`src/rtl/keypad_scanner.sv`:
```
// -----------------------------------------------------------------------------
// keypad_scanner
//
// Scans a 4x4 matrix keypad (Pmod KYPD layout). One active-low column is driven
// at a time for SCAN_DIV cycles. The active-low rows are sampled at the end of
// each column dwell. A full four-column scan yields one result: NONE, KEY(code)
// or MULTI. Each new result must repeat DEBOUNCE_SCANS times before the press
// or release is accepted. Each accepted key is reported once as a hex code
// with a one-cycle strobe.
//
// Parameters
//   SCAN_DIV        cycles each column is driven (4..65535)
//   DEBOUNCE_SCANS  identical consecutive scans needed to accept (1..15)
//
// Ports
//   clk        in   system clock
//   reset      in   asynchronous, active-high reset
//   row[3:0]   in   keypad rows, active-low, asynchronous to clk
//   col[3:0]   out  column drive, active-low one-hot
//   key_code   out  hex code of the last accepted key
//   key_valid  out  one-cycle pulse when key_code is updated
//   key_down   out  high while an accepted key is held
// -----------------------------------------------------------------------------
module keypad_scanner #(
  parameter int SCAN_DIV       = 50000,
  parameter int DEBOUNCE_SCANS = 4
) (
  input  logic       clk,
  input  logic       reset,
  input  logic [3:0] row,
  output logic [3:0] col,
  output logic [3:0] key_code,
  output logic       key_valid,
  output logic       key_down
);

  typedef enum logic [1:0] {
    RES_NONE,
    RES_KEY,
    RES_MULTI
  } result_kind_e;

  typedef struct packed {
    result_kind_e kind;
    logic [3:0]   code;  // meaningful only for RES_KEY, kept 0 otherwise
  } scan_result_t;

  typedef enum logic {
    RELEASED,
    PRESSED
  } state_e;

  localparam logic [15:0]  DIV_LAST    = 16'(SCAN_DIV - 1);
  localparam logic [3:0]   DEB_MAX     = 4'(DEBOUNCE_SCANS);
  localparam scan_result_t RESULT_NONE = '{kind: RES_NONE, code: 4'h0};

  // Nibble {row, col} of this table is the key legend at that matrix position.
  localparam logic [63:0] KEY_TABLE = 64'hDEF0_C987_B654_A321;

  function automatic logic [3:0] key_map(input logic [1:0] r, input logic [1:0] c);
    return KEY_TABLE[4 * {r, c} +: 4];
  endfunction

  // ---------------------------------------------------------------------------
  // Row synchronizer
  // ---------------------------------------------------------------------------
  logic [3:0] row_meta;
  logic [3:0] row_sync;

  // NOTE: registers use non-blocking assignments so every flop samples the
  // pre-edge value of its inputs; blocking here would collapse the two stages.
  always_ff @(posedge clk or posedge reset) begin
    if (reset) begin
      row_meta <= 4'hF;
      row_sync <= 4'hF;
    end else begin
      row_meta <= row;
      row_sync <= row_meta;
    end
  end

  // ---------------------------------------------------------------------------
  // Dwell divider and column index
  // ---------------------------------------------------------------------------
  logic [15:0] div;
  logic [1:0]  idx;
  logic        tc;
  logic        scan_done;

  assign tc        = (div == DIV_LAST);
  assign scan_done = tc && (idx == 2'd3);

  always_ff @(posedge clk or posedge reset) begin
    if (reset) begin
      div <= '0;
      idx <= '0;
    end else if (tc) begin
      div <= '0;
      idx <= idx + 2'd1;  // 3 wraps to 0
    end else begin
      div <= div + 16'd1;
    end
  end

  // Driven straight from the index register, so only one column is ever low.
  assign col = ~(4'b0001 << idx);

  // ---------------------------------------------------------------------------
  // Current-column decode and per-scan accumulation
  // ---------------------------------------------------------------------------
  logic [2:0]   col_cnt;
  logic [3:0]   col_code;
  logic [1:0]   acc_cnt;
  logic [3:0]   acc_code;
  logic [2:0]   sum;
  logic [1:0]   scan_cnt;
  logic [3:0]   scan_code;
  scan_result_t scan_result;

  // NOTE: every combinational output gets a default before any branch; a path
  // that leaves one unassigned would infer a latch.
  always_comb begin
    col_cnt  = '0;
    col_code = '0;
    // Walk from the highest row down so the lowest low row's code is kept.
    for (int r = 3; r >= 0; r--) begin
      if (!row_sync[r]) begin
        col_cnt  = col_cnt + 3'd1;
        col_code = key_map(2'(r), idx);
      end
    end
  end

  always_comb begin
    sum       = {1'b0, acc_cnt} + col_cnt;
    scan_cnt  = (sum >= 3'd2) ? 2'd2 : sum[1:0];
    // Earlier columns take priority for the first key found.
    scan_code = (acc_cnt == 2'd0) ? col_code : acc_code;
    scan_result = RESULT_NONE;
    if (scan_cnt == 2'd1) begin
      scan_result = '{kind: RES_KEY, code: scan_code};
    end else if (scan_cnt == 2'd2) begin
      scan_result.kind = RES_MULTI;
    end
  end

  always_ff @(posedge clk or posedge reset) begin
    if (reset) begin
      acc_cnt  <= '0;
      acc_code <= '0;
    end else if (tc) begin
      if (idx == 2'd3) begin
        acc_cnt  <= '0;
        acc_code <= '0;
      end else begin
        acc_cnt  <= scan_cnt;
        acc_code <= scan_code;
      end
    end
  end

  // ---------------------------------------------------------------------------
  // Debounce over whole scans
  // ---------------------------------------------------------------------------
  scan_result_t prev_result;
  logic [3:0]   deb_cnt;
  logic [3:0]   deb_next;
  logic         same_result;
  logic         deb_hit;  // one-cycle flag: counter just reached DEB_MAX

  always_comb begin
    same_result = (scan_result == prev_result);
    if (same_result) begin
      deb_next = (deb_cnt == DEB_MAX) ? deb_cnt : deb_cnt + 4'd1;
    end else begin
      deb_next = 4'd1;
    end
  end

  always_ff @(posedge clk or posedge reset) begin
    if (reset) begin
      prev_result <= RESULT_NONE;
      deb_cnt     <= '0;
      deb_hit     <= 1'b0;
    end else begin
      deb_hit <= 1'b0;
      if (scan_done) begin
        prev_result <= scan_result;
        deb_cnt     <= deb_next;
        // A counter already saturated on the same result is not a new arrival.
        deb_hit     <= (deb_next == DEB_MAX) && (!same_result || deb_cnt != DEB_MAX);
      end
    end
  end

  // ---------------------------------------------------------------------------
  // Press / release state machine
  // ---------------------------------------------------------------------------
  state_e     state;
  state_e     state_next;
  logic [3:0] code_next;
  logic       valid_next;

  always_comb begin
    state_next = state;
    code_next  = key_code;
    valid_next = 1'b0;
    if (deb_hit) begin
      unique case (state)
        RELEASED: begin
          if (prev_result.kind == RES_KEY) begin
            code_next  = prev_result.code;
            valid_next = 1'b1;
            state_next = PRESSED;
          end
        end
        PRESSED: begin
          if (prev_result.kind == RES_KEY && prev_result.code != key_code) begin
            // Roll-over straight onto another key.
            code_next  = prev_result.code;
            valid_next = 1'b1;
          end else if (prev_result.kind == RES_NONE) begin
            state_next = RELEASED;
          end
        end
        default: state_next = RELEASED;
      endcase
    end
  end

  always_ff @(posedge clk or posedge reset) begin
    if (reset) begin
      state     <= RELEASED;
      key_code  <= '0;
      key_valid <= 1'b0;
    end else begin
      state     <= state_next;
      key_code  <= code_next;
      key_valid <= valid_next;
    end
  end

  assign key_down = (state == PRESSED);

endmodule
```
`config.mk`:
```
export PLATFORM = sky130hd
export DESIGN_NAME = keypad_scanner
export DESIGN_NICKNAME = d
export VERILOG_FILES = /design/src/rtl/keypad_scanner.sv
export SDC_FILE = /design/constraint.sdc
export NUM_CORES = 1
export LEC_CHECK = 0
export BUFFER_PORTS_ARGS = -buffer_cell sky130_fd_sc_hd__buf_2
export CORE_AREA = 8 8 79 94
export CTS_BUF_LIST = sky130_fd_sc_hd__clkbuf_8
export DETAILED_ROUTE_END_ITERATION = 12
export DIE_AREA = 0 0 87 102
export GPL_TIMING_DRIVEN = 0
export MAX_ROUTING_LAYER = met4
export RECOVER_POWER = 25
export SYNTH_ARGS = -nofsm -noshare
export SYNTH_HDL_FRONTEND = slang
export SYNTH_SLANG_ARGS = --single-unit
export TNS_END_PERCENT = 5
```
`constraint.sdc`:
```
create_clock -name clk -period 3.4 [get_ports clk]
set_clock_uncertainty 0.1 [all_clocks]
set_input_delay 0.68 -clock clk [delete_from_list [all_inputs] [get_ports clk]]
set_output_delay 0.68 -clock clk [all_outputs]
set_load 0.005 [all_outputs]
```
Yosys cells after proc, flatten, opt, wreduce, memory -nomap -nowiden
Cells that the tools add are included.

Register bits: 49. Latch bits: 0. RAM bits: 0. Memory bits (read-only): 0. Input port bits: 6. Output and inout bits: 10. Word-level logic and storage cells: 77. Memories: 0.

Add/sub/neg operators: 7. Multiply operators: 0. Div/mod/pow operators: 0. Order comparisons: 1. Equality and inequality tests: 12. Shift operators: 5. Multiplexer cells: 29. Bitwise gates (word level): 2. Reduce and logical (&&, ||, !) cells: 8.

Operators with widths (count): $shiftx A64 B7 Y4 const A (2); $shiftx A64 B5 Y4 const A (1); $shiftx A64 B6 Y4 const A (1); $mux W4 (11); $add A16 B1 Y16 const B (1); $eq A16 B16 Y1 const B (1); $mux W16 (1); $add A3 B1 Y3 const B (3); $mux W3 (3); $eq A4 B3 Y1 const B (2); $mux W2 (4); $pmux W4 S2 (1); $mux W1 (7); $eq A6 B6 Y1 (1); $add A4 B1 Y4 const B (1); $eq A2 B1 Y1 const B (2); $eq A2 B2 Y1 const B (2); $logic_not A2 Y1 (2); $ne A4 B3 Y1 const B (1); $ne A4 B4 Y1 (1); $not A4 Y4 (1); $pmux W1 S2 (2); $shl A1 B2 Y4 const A (1); $add A2 B3 Y3 (1); other kinds (9) (11).

Logic depth before layout (Yosys ltp)
Gate-level depths: netlist of the first run.

Depth after elaboration: 18. Mapped depth: 13. Mapped depth without buffers: 13.

Worst setup path before layout of the first run
No wires, ideal clock.

Path type: register to register. Start point: reg row_sync[2]. End point: reg deb_cnt[3]. Setup time: 90 ps. Arrival time: 3435 ps. Required time: 3210 ps. Slack: -225 ps. Stages on the path, launching flop included: 13. Path buffers: 0. Period minus slack after synthesis: 3625 ps. Path through: dfstp_2 inv_1 ha_1 xnor2_1 ha_1 mux2_2 fa_1 xnor3_1 and2_1 nor4b_1 o31ai_1 or2_4 o31ai_4.

Longest elaborated chain between the ends: 13. Elaborated cells on any way between the ends: 19. Classes of those cells: add/sub (3); order compare (1); eq/ne (3); mux (12).

RTL lines: from (decl) (RTL line 68) `logic [3:0] row_sync;`; from (signal assigned) (RTL line 78) `row_sync <= row_meta;`; $mux W3 (RTL line 127) `if (!row_sync[r]) begin`; $add A3 B1 Y3 (RTL line 128) `col_cnt = col_cnt + 3'd1;`; $mux W3 (RTL line 127); $add A3 B1 Y3 (RTL line 128); $mux W3 (RTL line 127); $add A2 B3 Y3 (RTL line 135) `sum = {1'b0, acc_cnt} + col_cnt;`; $ge A3 B2 Y1 (RTL line 136) `scan_cnt = (sum >= 3'd2) ? 2'd2 : sum[1:0];`; $mux W2 (RTL line 136); $eq A2 B2 Y1 (RTL line 142) `end else if (scan_cnt == 2'd2) begin`; $mux W2 (RTL line 142); $mux W2 (RTL line 140) `if (scan_cnt == 2'd1) begin`; $eq A6 B6 Y1 * (RTL line 172) `same_result = (scan_result == prev_result);`; $mux W4 * (RTL line 173) `if (same_result) begin`; to (signal assigned) (RTL line 189) `deb_cnt <= deb_next;`; to (decl) (RTL line 166) `logic [3:0] deb_cnt;`.

Mark *: on every way between the ends. The rest lies on a longest branch, timed or not. A chain may end at the register's enable or synchronous reset.

Worst setup path after layout of the first run
Start point: reg row_sync[3]. End point: reg deb_hit.

Longest elaborated chain between the ends: 18. Elaborated cells on any way between the ends: 27. Classes of those cells: add/sub (4); order compare (1); eq/ne (4); mux (15); reduce/logical (3).

RTL lines: $mux W1 (RTL line 127); $add A3 B1 Y3 (RTL line 128); $mux W3 (RTL line 127); $add A3 B1 Y3 (RTL line 128); $mux W3 (RTL line 127); $add A3 B1 Y3 (RTL line 128); $mux W3 (RTL line 127); $add A2 B3 Y3 (RTL line 135); [2 not listed]; $eq A2 B2 Y1 (RTL line 142); $mux W2 (RTL line 142); $mux W2 (RTL line 140); $eq A6 B6 Y1 * (RTL line 172); $mux W4 / $logic_not A1 Y1 (equally long branches) (RTL line 173, 191); $eq A4 B3 Y1 / $logic_or A1 B1 Y1 (equally long branches) (RTL line 191) `deb_hit <= (deb_next == DEB_MAX) && (!same_result || deb_cnt != DEB_MAX);`; $logic_and A1 B1 Y1 * (RTL line 191); $mux W1 * (RTL line 187) `if (scan_done) begin`; to (signal assigned) (RTL line 191); to (decl) (RTL line 169) `logic deb_hit;`.

Marked as above.

==> summary.log, run 1 <==
INFO  global_routing antenna_found_initial=0
INFO  detailed_routing drt_pass1_iterations=4
INFO  cts            clock_tree.buffer_depth=2
INFO  global_routing remaining_overflow_grt=0
INFO  worst_hold_path hold_class=input pin to asynchronous set/reset pin
INFO  floorplanning  core.rowCount=31
INFO  pwr            ir_drop=0.272mV
INFO  sta            finalHoldViolCount=0
INFO  logic_synthesis synth_top_area_share=0.398
INFO  cells_and_area most_common_library_cell_in_the_layout_ignoring_fill_and_taps=dfrtp_1
INFO  run_status     failed_checks=capacitance limit, slew limit, setup timing
INFO  floorplanning  start_util=0.435
INFO  pwr            power_density=352nW/um2
INFO  worst_setup_path worst-endpoint-arrival=3.55ns
INFO  cts            skew_pair_late_insertion_delay=0.30ns
INFO  floorplanning  core-area=5930um2
INFO  cts            tritoncts_num_sinks=49
INFO  logic_synthesis post_synth_instance_area=2580um2
INFO  sta            timing.final.crit_share=1.01
INFO  logic_synthesis synth_edf_count=0
INFO  global_routing grt_pass1_wl=8.84mm
INFO  cells_and_area area_growth_syn_to_layout=17.4%
INFO  logic_synthesis yosys.cell_types.count=50
INFO  worst_setup_path worst-r2r-cell-count=12
INFO  sta            timing.final.setup_violations=5
INFO  cts            cts_hold_repair.buffers=0
INFO  worst_setup_path worst-path-max-fanout=5
INFO  placed_design  place_hpwl=3.53mm
INFO  sta            max-slew-margin-rel=-0.387
INFO  worst_setup_path worst-r2r-setup-slack=-0.04ns
INFO  placed_design  placed_cells=346
INFO  detailed_routing drtAntennaViolNets=0
INFO  worst_setup_path worst-setup-path-type=register to register
INFO  worst_setup_path cp-end-kind=register
INFO  floorplanning  die_h=102um
INFO  run            maxCapViolCount=1
INFO  pwr            total_leakage_power=1.32nW
INFO  detailed_routing total_vias_in_the_final_route=1820
INFO  logic_synthesis yosysSeqAreaShare=0.479
INFO  detailed_routing wirelength=4.95mm
INFO  detailed_routing initialDrtViolationCount=32
INFO  placed_design  pre_cts_slack=-0.280ns
INFO  cells_and_area layout.filler_cells=553
INFO  detailed_routing remaining_drc_errors=0
INFO  worst_setup_path rr_startpoint=row_sync[3]
INFO  floorplanning  fp.dieArea=8870um2
INFO  floorplanning  die_w=87um
INFO  cts            tritoncts=built
INFO  floorplanning  floorplan.io_pins=16
INFO  sta            final.min_clock_period=3.44ns
INFO  placed_design  place.port_buffers=15
INFO  sta            fmax=290MHz
INFO  cells_and_area instances_no_fill=357
INFO  cells_and_area post_route_cells_drive_above_1_share=0.225
INFO  logic_synthesis postSynthRegisterBits=49
INFO  cells_and_area fin_nets=293
INFO  cts            cts_root_buf=clkbuf_8
INFO  cells_and_area final_cell_mix=dfrtp_1, nand2_1, nor2_1, buf_2, inv_1
INFO  global_routing grt_start_max_net_pins=40
INFO  logic_synthesis synth-warning-count=0
INFO  worst_setup_path cp-endpoint=deb_hit
INFO  worst_setup_path worstPathRequired=3.51ns
INFO  worst_setup_path worstSetupStartpoint=row_sync[3]
INFO  worst_setup_path worst_setup_path_start_kind=register
INFO  placed_design  gp_congestion=0.786
INFO  logic_synthesis synthesis.nets=267
INFO  cts            path_clk_slew=0.09ns
INFO  sta            worst-slew-pin-transition=2.08ns
INFO  detailed_routing drt-vias-per-instance=5.10
INFO  cells_and_area antenna_cells=0
INFO  global_routing grt_pass1_vias=1871
INFO  logic_synthesis ys_async_sr_fraction=1.00
INFO  cts            cts_inserted_buffers=5
INFO  detailed_routing wl_per_cell=13.9um
INFO  logic_synthesis synth_top_cells_by_area=dfrtp_1, dfstp_2, ha_1
INFO  sta            final_critical_path_setup_slack=-0.0428ns
INFO  logic_synthesis ys_dominant_reg_cell=dfrtp_1
INFO  global_routing global_route.usage.total=0.130
INFO  logic_synthesis postSynthAreaPerCell=10.4um2
INFO  cts            cts-htree-levels=2
INFO  sta            timing_max_transition_violations_final=40
INFO  logic_synthesis synth_top_area_cell=dfrtp_1
INFO  worst_setup_path r2r-end=deb_hit
INFO  run_status     status=finished with violations
INFO  logic_synthesis netlist_instances=248
INFO  sta            grt_setup_unrepaired=yes
## layer usage
layer	part of all wire	GRT usage	vias to the layer above
met5	0	-	-
met4	0.014	0.0438	0
met3	0.035	0.0282	5
met2	0.51	0.215	25
met1	0.44	0.154	882
li1	-	-	908
## kinds of logic (layout without fill, tap and decap cells)
group                      after synthesis  count (layout)  share of synthesized area
and+or+nand+nor                         91              91                      0.184
AOI/OAI and AO/OA                       46              46                      0.134
xor gates and xnor gates                24              24                     0.0868
buffers and inverters                   21              48                     0.0325
adders and majority gates               13              13                     0.0660
DFF                                     49              49                      0.479
muxes                                    4               4                     0.0175
## stage by stage
stage               utilization  cell area, um2  power (W)  setup TNS, ns  hold slack (ns)
floorplan                     -            2600   0.000677              0            0.245
global placement          0.468            2780   0.000696          -1.36            0.245
detailed placement        0.472            2800   0.000701          -1.33            0.247
CTS                       0.506            3000    0.00107        -0.0548            0.188
global route              0.510            3030    0.00112         -0.780            0.263
finish                    0.510            3030    0.00107         -0.130            0.236
## sequential cells by signal (all words and copies together) (netlist names), named ones only
signal	count
idx	2
row_meta	4
deb_cnt	4
acc_code	4
row_sync	4
div	16
prev_result	6
key_valid	1
acc_cnt	2
key_code	4
deb_hit	1
## cells in the mapped netlist (all sizes together) (2+ instances only)
master    n
a31oi     2
and2      4
nor2b     2
o2111ai   2
clkbuf    3
dfrtp    41
nand2b    4
mux2      4
or3       2
o31ai     8
nand4     5
nor2     17
nor4b     3
o21ai    16
dfstp     8
nand2    31
a221oi    2
nand3     7
or2       2
xor2     11
ha       12
a211oi    2
inv      16
or3b      2
nor3      3
xnor2    12
buf       2
nand3b    4
a21oi     4
and3      3
## repair_timing
| action | CTS | global route |
|---|---|---|
| buffers inserted | 4 | 0 |
| pin swaps | 11 | 7 |
| endpoints found under the setup margin | 5 | 5 |
| gates resized for setup | 18 | 7 |
## layout make-up
class,instances,area (um2),area share
multi-input combinational,178,1410,0.466
sequential,49,1240,0.408
timing repair buffer,20,109,0.0360
tap,82,103,0.0339
clock buffer,5,68.8,0.0227
inverter,16,63.8,0.0211
clock inverter,3,18.8,0.00620
buffer,4,18.8,0.00620
## critical path: stages, from the launching register on
cell	delay [ns]
dfstp_2	0.55
inv_2	0.05
ha_4	0.25
xnor2_4	0.14
ha_1	0.28
mux2_4	0.28
fa_2	0.55
clkinvlp_4	0.17
and2_4	0.20
nor3b_4	0.20
o31ai_4	0.10
or2_4	0.29
a2111oi_4	0.18
## report_power, final
group	switching [W]	internal, W
Combinational	0.0000740	0.0000588
Sequential	0.00000420	0.000591
Clock	0.000195	0.000142
## how the worst min path moves through the flow
stage                       end         from  cells past startpoint
floorplan           row_sync[0]  row_meta[0]                      0
global placement    row_sync[0]  row_meta[0]                      0
detailed placement  row_sync[2]  row_meta[2]                      0
CTS                      idx[0]        reset                      2
global route             idx[1]        reset                      2
finish                   idx[0]        reset                      2
(Power assumes the default switching activity.)
==> run 2, diff against run 1 <==
- CAP_MARGIN: default -> 40
- CORE_AREA: 8 8 79 94 -> 2 2 73 88
- DIE_AREA: 0 0 87 102 -> 0 0 75 90
- clock period: 3.4 -> 3.2 ns (I/O delays scaled with it)
==> run 2 against run 1 <==
Net effect: the flow finishes with violations (setup timing); non-clock buffer count did not move; register-to-register slack got worse by 0.16 ns; largest power group unchanged; first-iteration DRC count increased to 2.6 times the previous value; design area up 1.1%.
==> summary.log, run 2 (synthesized netlist as in run 1, its figures left out) <==
INFO  run_status     status=finished with violations
INFO  run_status     failed_checks=setup timing
INFO  floorplanning  die_w=75um [-14%]
INFO  worst_setup_path worst-endpoint-arrival=3.50ns [-0.05 ns]
INFO  sta            grt_setup_unrepaired=yes
INFO  worst_setup_path worst-path-max-fanout=5 [unchanged]
INFO  cts            tritoncts_num_sinks=49 [unchanged]
INFO  cells_and_area final_cell_mix=dfrtp_1, nand2_1, nor2_1, buf_2, inv_1
INFO  detailed_routing drt_pass1_iterations=4 [unchanged]
INFO  sta            fmax=294MHz [+1.2%]
INFO  sta            timing.final.setup_violations=5 [unchanged]
INFO  cts            cts-htree-levels=2 [unchanged]
INFO  sta            max-slew-margin-rel=0.518 [+0.905]
INFO  cts            tritoncts=built
INFO  pwr            power.sequential.fraction=0.497 [-0.062]
INFO  sta            timing_max_transition_violations_final=0 [-100%]
INFO  cells_and_area instances_no_fill=357 [unchanged]
INFO  cells_and_area area_growth_syn_to_layout=18.6%
INFO  sta            worst_hold_slack=0.258ns [+0.0219 ns]
INFO  floorplanning  fp.dieArea=6750um2 [-24%]
INFO  pwr            power.clock.fraction=0.403 [+0.087]
INFO  cells_and_area largest_register_ffs=16 [unchanged]
INFO  worst_setup_path cp-end-kind=register
INFO  worst_setup_path worst_setup_path_start_kind=register
INFO  detailed_routing total_vias_in_the_final_route=1824 [+0.22%]
INFO  floorplanning  die_h=90um [-12%]
INFO  floorplanning  floorplan.io_pins=16 [unchanged]
INFO  detailed_routing wirelength=4.67mm [-5.6%]
INFO  run            maxCapViolCount=0 [-1]
INFO  pwr            power.share.combinational=0.101 [-0.024]
INFO  cts            cts_root_buf=clkbuf_8
INFO  cells_and_area design_area=3060um2 [+1.1%]
INFO  detailed_routing initialDrtViolationCount=84 [+160%]
INFO  sta            worst-slew-pin-transition=0.723ns [-1.36 ns]
INFO  cells_and_area fin_nets=293 [unchanged]
INFO  cts            cts_inserted_buffers=5 [unchanged]
INFO  worst_setup_path worst-setup-path-type=register to register
INFO  floorplanning  core-area=5930um2 [unchanged]
INFO  worst_hold_path hold_class=register to register
INFO  global_routing global_route.usage.total=0.154 [+0.0236]
INFO  worst_setup_path worstPathRequired=3.30ns [-0.21 ns]
INFO  cells_and_area max_flop_register=div
INFO  floorplanning  start_util=0.435 [unchanged]
INFO  sta            timing.final.crit_share=1.06 [+0.0504]
INFO  pwr            power_density=416nW/um2 [+18%]
INFO  pwr            netSwitchingFraction=0.219 [-0.0375]
INFO  global_routing grt_pass1_vias=1782 [-4.8%]
INFO  detailed_routing remaining_drc_errors=0 [unchanged]
INFO  cells_and_area final_core_util=0.516 [+0.00548]
INFO  cts            skew_pair_late_insertion_delay=0.30ns [about the same]
INFO  sta            final_critical_path_setup_slack=-0.202ns [-0.159 ns]
INFO  global_routing grt_pass1_wl=7.94mm [-10%]
INFO  pwr            total_leakage_power=1.36nW [+2.7%]
INFO  placed_design  place_hpwl=3.40mm [-3.8%]
INFO  cells_and_area biggestRegsByFlops=div x16, prev_result x6
INFO  placed_design  placed_cells=346 [unchanged]
INFO  placed_design  placement.cell_area=2820um2 [+0.89%]
INFO  detailed_routing wl_per_cell=13.1um [-5.6%]
INFO  pwr            p_switching=0.000279W [+2.1%]
INFO  worst_setup_path worst-r2r-setup-slack=-0.20ns [-0.16 ns]
INFO  global_routing antenna_found_initial=0 [unchanged]
INFO  cells_and_area post_route_cells_drive_above_1_share=0.229 [+0.00364]
INFO  detailed_routing drt-vias-per-instance=5.11 [+0.22%]
INFO  placed_design  place.port_buffers=15 [unchanged]
INFO  cells_and_area most_common_library_cell_in_the_layout_ignoring_fill_and_taps=dfrtp_1
INFO  sta            finalHoldViolCount=0 [unchanged]
INFO  detailed_routing drtAntennaViolNets=0 [unchanged]
INFO  pwr            ir_drop=0.246mV [-9.7%]
INFO  global_routing remaining_overflow_grt=0 [unchanged]
INFO  cells_and_area antenna_cells=0 [unchanged]
INFO  global_routing grt_start_max_net_pins=33 [-18%]
INFO  sta            final.min_clock_period=3.40ns [-0.0413 ns]
INFO  floorplanning  core.rowCount=31 [unchanged]
INFO  cts            path_clk_slew=0.09ns [about the same]
INFO  cts            clock_tree.buffer_depth=2 [unchanged]
INFO  placed_design  gp_congestion=0.750 [-4.7%]
INFO  pwr            cell_internal_pwr=0.000995W [+26%]
## run 2: cell type report
| type | instances | area (um2) |
|---|---|---|
| inverter | 16 | 60.1 |
| fill | 543 | 2870 |
| tap | 82 | 103 |
| sequential | 49 | 1240 |
| multi-input combinational | 178 | 1380 |
| clock buffer | 5 | 68.8 |
| clock inverter | 3 | 65.1 |
| timing repair buffer | 20 | 125 |
| buffer | 4 | 18.8 |
## run 2: path summary, 6_finish.rpt
| kind | from | endpoint | depth (start not counted) |
|---|---|---|---|
| hold / removal | row_meta[3] | row_sync[3] | 0 |
| setup reg to reg | row_sync[2] | deb_hit | 12 |
| min in group asynchronous | reset | div[13] | 2 |
| hold reg to reg | row_meta[3] | row_sync[3] | 0 |
| max in group asynchronous | reset | row_sync[0] | 3 |
| setup / recovery | row_sync[2] | deb_hit | 12 |
## run 2: routing by layer
| metal | vias to the layer above | global-route usage | part of all wire |
|---|---|---|---|
| met1 | 881 | 0.202 | 0.47 |
| met2 | 29 | 0.238 | 0.48 |
| met5 | - | - | 0 |
| met4 | 0 | 0.0491 | 0.014 |
| met3 | 6 | 0.0303 | 0.028 |
| li1 | 908 | - | - |
## run 2: metrics by stage
step / TNS (ns) / total power (W) / setup slack [ns]
finish: -0.878 / 0.00127 / -0.202
global route: -1.45 / 0.00133 / -0.334
CTS: -0.938 / 0.00128 / -0.222
detailed placement: -1.43 / 0.000752 / -0.338
global placement: -1.35 / 0.000746 / -0.309
floorplan: -0.178 / 0.000726 / -0.0543
## run 2: worst max-delay path: stages, from the launching register on
cell	delay, ns
dfstp_2	0.57
inv_2	0.05
ha_4	0.27
xnor2_2	0.12
ha_1	0.25
mux2_4	0.27
fa_2	0.33
xnor3_2	0.34
and2_4	0.21
nor4b_4	0.20
o31ai_2	0.10
or2_4	0.30
a2111oi_4	0.19
## run 2: what timing repair did
item	4_1_cts	5_1_grt
gates resized for setup	6	8
hold buffers	0	0
setup buffers	3	1
cloned	0	0
pin swaps	6	5
setup endpoints to repair	5	5
## run 2: power groups by stage
stage                     clock network [W]   logic, W  registers (W)
after floorplan                           0  0.0000831       0.000643
after global placement                    0   0.000103       0.000644
after detailed placement                  0   0.000108       0.000644
after CTS                          0.000529   0.000119       0.000631
after global routing               0.000558   0.000142       0.000634
final                              0.000513   0.000129       0.000632
==> run 3, diff against run 2 <==
- ABC_AREA: default -> 1
- CORE_AREA: 2 2 73 88 -> 2 2 74 91
- DIE_AREA: 0 0 75 90 -> 0 0 76 93
==> run 3 against run 2 <==
Net effect: the flow finishes with violations (capacitance limit, slew limit); area after synthesis increased by 5.3%; wire length is 8.6% higher; critical path depth is 7 higher; design area grew 1.9%; largest power group unchanged; die area up 4.7%.
==> summary.log, run 3 <==
INFO  cells_and_area largest_register_ffs=16 [unchanged]
INFO  detailed_routing drtAntennaViolNets=0 [unchanged]
INFO  logic_synthesis yosysSeqAreaShare=0.455 [-0.0243]
INFO  worst_setup_path path_cells=inv_4, ha_4, xnor2_4, xor2_1, inv_1, ha_4, fa_2, inv_2, nand3_4, nand3_4, nand3_4, nor2_8, nand3_1, nand2_1, nand3_2, nor2_4, nand2_1, nand2_1, nand2_1
INFO  logic_synthesis synth_top_cells_by_area=dfrtp_1, nand2_1, dfstp_2
INFO  logic_synthesis postSynthRegisterBits=49 [unchanged]
INFO  cts            skew_pair_late_insertion_delay=0.30ns [about the same]
INFO  worst_setup_path r2r-end=deb_cnt[0]
INFO  cells_and_area final_cell_mix=nand2_1, inv_1, dfrtp_1, nor2_1, o21ai_0
INFO  logic_synthesis synth_edf_count=0 [unchanged]
INFO  logic_synthesis netlist_instances=334 [+35%]
INFO  pwr            power_density=388nW/um2 [-6.8%]
INFO  worst_setup_path worstPathBufferInverterCount=3 [+2]
INFO  sta            timing.final.crit_share=0.975 [-0.0881]
INFO  worst_setup_path worst-path-max-fanout=7 [+2]
INFO  cells_and_area biggestRegsByFlops=div x16, prev_result x6
INFO  logic_synthesis ys_async_sr_fraction=1.00 [unchanged]
INFO  logic_synthesis synth_top_area_cell=dfrtp_1
INFO  detailed_routing wl_per_cell=11.4um [-13%]
INFO  floorplanning  die_w=76um [+1.3%]
INFO  logic_synthesis post_synth_instance_area=2720um2 [+5.3%]
INFO  global_routing global_route.usage.total=0.164 [+0.0101]
INFO  logic_synthesis yosys-top-cells-count=nand2_1, inv_1, dfrtp_1
INFO  cts            tritoncts=built
INFO  cells_and_area area_growth_syn_to_layout=14.7%
INFO  global_routing grt_pass1_wl=9.11mm [+15%]
INFO  cts            cts-htree-levels=2 [unchanged]
INFO  logic_synthesis yosys.cell_types.count=38 [-24%]
INFO  sta            worst-slew-pin-transition=1.69ns [+0.964 ns]
INFO  detailed_routing wirelength=5.08mm [+8.6%]
INFO  run_status     failed_checks=capacitance limit, slew limit
INFO  cells_and_area design_area=3120um2 [+1.9%]
INFO  logic_synthesis postSynthAreaPerCell=8.14um2 [-22%]
INFO  sta            finalSetupTns=0ns [+0.878 ns]
INFO  floorplanning  start_util=0.438 [+0.00316]
INFO  pwr            total_power=0.00121W [-5.0%]
INFO  floorplanning  floorplan.io_pins=16 [unchanged]
INFO  cells_and_area most_common_library_cell_in_the_layout_ignoring_fill_and_taps=nand2_1
INFO  floorplanning  fp.dieArea=7070um2 [+4.7%]
INFO  placed_design  place_hpwl=3.72mm [+9.4%]
INFO  pwr            total_leakage_power=1.54nW [+13%]
INFO  global_routing grt_pass1_vias=2093 [+17%]
INFO  sta            worst_hold_slack=0.242ns [-0.0163 ns]
INFO  cells_and_area max_flop_register=div
INFO  sta            final.min_clock_period=3.12ns [-0.282 ns]
INFO  sta            grt_setup_unrepaired=yes
INFO  cells_and_area ff_latch_area=1240um2 [unchanged]
INFO  worst_setup_path worst-endpoint-arrival=3.21ns [-0.29 ns]
INFO  sta            fmax=321MHz [+9.0%]
INFO  logic_synthesis synthesis.nets=353 [+32%]
INFO  worst_setup_path cp_common_cell=nand2_1
INFO  global_routing antenna_found_initial=0 [unchanged]
INFO  detailed_routing drt_pass1_iterations=4 [unchanged]
INFO  detailed_routing initialDrtViolationCount=122 [+45%]
INFO  cts            path_clk_slew=0.09ns [about the same]
INFO  worst_setup_path critPathMaxStageDelay=0.56ns [about the same]
INFO  pwr            ir_drop=0.234mV [-4.6%]
INFO  sta            finalHoldViolCount=0 [unchanged]
INFO  cts            tritoncts_num_sinks=49 [unchanged]
INFO  worst_setup_path crit_slowest_cell=dfstp_2
INFO  detailed_routing remaining_drc_errors=0 [unchanged]
INFO  global_routing grt_start_max_net_pins=38 [+15%]
INFO  logic_synthesis ys_dominant_reg_cell=dfrtp_1
INFO  floorplanning  core.rowCount=32 [+3.2%]
INFO  cells_and_area layout.filler_cells=607 [+12%]
INFO  worst_setup_path cell_family_with_the_largest_share_of_critical_path_delay=simple AND/OR/NAND/NOR gates
INFO  cells_and_area post_route_cells_drive_above_1_share=0.205 [-0.0241]
INFO  sta            timing.final.setup_violations=0 [-5]
INFO  worst_setup_path worst-setup-path-type=register to register
INFO  cells_and_area antenna_cells=0 [unchanged]
INFO  logic_synthesis yosysMostFrequentCell=nand2_1
INFO  global_routing remaining_overflow_grt=0 [unchanged]
INFO  cells_and_area final_core_util=0.502 [-0.0133]
INFO  run            maxCapViolCount=1 [+1]
INFO  logic_synthesis synth_top_area_share=0.378 [-0.0201]
INFO  worst_setup_path rr_startpoint=row_sync[2]
INFO  worst_hold_path hold_class=input pin to asynchronous set/reset pin
INFO  sta            max-slew-margin-rel=-0.124 [-0.642]
INFO  placed_design  placement.cell_area=2920um2 [+3.4%]
INFO  detailed_routing drt-vias-per-instance=4.72 [-7.6%]
INFO  detailed_routing total_vias_in_the_final_route=2105 [+15%]
INFO  cts            cts_root_buf=clkbuf_8
INFO  worst_setup_path cp-end-kind=register
INFO  logic_synthesis synth-warning-count=0 [unchanged]
INFO  placed_design  place.port_buffers=15 [unchanged]
INFO  worst_setup_path worstPathRequired=3.29ns [about the same]
INFO  cells_and_area multiInputGateArea=1330um2 [-4.1%]
INFO  sta            timing_max_transition_violations_final=38 [+38]
INFO  run_status     status=finished with violations
INFO  worst_setup_path worst_setup_path_start_kind=register
INFO  floorplanning  die_h=93um [+3.3%]
INFO  worst_setup_path worst-r2r-cell-count=19 [+7]
INFO  cts            clock_tree.buffer_depth=2 [unchanged]
INFO  cells_and_area fin_nets=379 [+29%]
INFO  cts            cts_inserted_buffers=5 [unchanged]
INFO  floorplanning  core-area=6210um2 [+4.6%]
INFO  worst_setup_path worst-r2r-setup-slack=0.08ns [+0.28 ns]
INFO  cts            cts_hold_repair.buffers=0 [unchanged]
INFO  placed_design  gp_congestion=0.782 [+4.3%]
-- run 3: cell types whose count changed after synthesis, moves of 5 or more --
cell,delta
nand2_1,+58
inv_1,+27
nand3_1,+13
xnor2_1,-10
inv_2,+8
o31ai_1,-7
a21oi_1,+6
nor2_1,+6
o21ai_1,+6
nand2_2,+5
o21ai_0,+5
-- run 3: timing repair --
item | 4_1_cts | 5_1_grt
pin swaps | 4 | 9
buffers inserted | 2 | 1
resized for setup | 4 | 11
cloned | 0 | 0
endpoints found under the setup margin | 5 | 5
-- run 3: where the power goes --
group          internal (W)  switching (W)
Combinational     0.0000548      0.0000887
Sequential         0.000628     0.00000247
Clock              0.000230       0.000205
Total              0.000913       0.000297
-- run 3: cell families (layout without fill, tap and decap cells) --
kind of cell | Yosys count | in the layout | synth area share
AO/OA/AOI/OAI | 45 | 45 | 0.0916
XOR/XNOR | 9 | 9 | 0.0290
adder cells (fa/ha/maj) | 13 | 13 | 0.0626
buffers and inverters | 56 | 83 | 0.0838
flip-flops | 49 | 49 | 0.455
AND/OR/NAND/NOR | 162 | 162 | 0.278
-- run 3: worst register-to-register path, delay by kind of cell, from the launching register on --
kind	cells	cell delay, ns
buffers and inverters	3	0.21
adder cells (fa/ha/maj)	3	0.84
XOR/XNOR	2	0.28
AND/OR/NAND/NOR	11	1.02
flip-flops	1	0.56
-- run 3: how the worst max path moves through the flow --
stage,start,to,slack [ns],cells after the start
after floorplan,row_sync[2],deb_cnt[0],0.04,19
after global placement,row_sync[2],deb_cnt[0],-0.21,19
after detailed placement,row_sync[2],deb_cnt[0],-0.22,19
after CTS,row_sync[2],deb_cnt[0],0.02,19
after global routing,row_sync[2],deb_cnt[0],-0.13,19
final,row_sync[2],deb_cnt[0],0.08,19
-- run 3: final cells by class --
cell class	count	share of cell area
inverters	52	0.0658
plain buffers	4	0.00803
clock inverters	3	0.0132
flip-flops and latches	49	0.396
multi-input cells	229	0.426
repair buffers	19	0.0345
clock buffers	5	0.0221
well taps	85	0.0341
-- run 3: stage by stage --
step           worst slack [ns]  std cells
2_1_floorplan            0.0395        334
3_3_place_gp             -0.205        434
3_5_place_dp             -0.219        435
4_1_cts                  0.0169        445
5_1_grt                  -0.131        446
6_report                 0.0804        446
-- run 3: per-layer routing --
metal  part of all wire  global-route usage
met4             0.0097              0.0621
met3              0.025              0.0338
met5                  0                   -
met2               0.51               0.285
met1               0.46               0.189
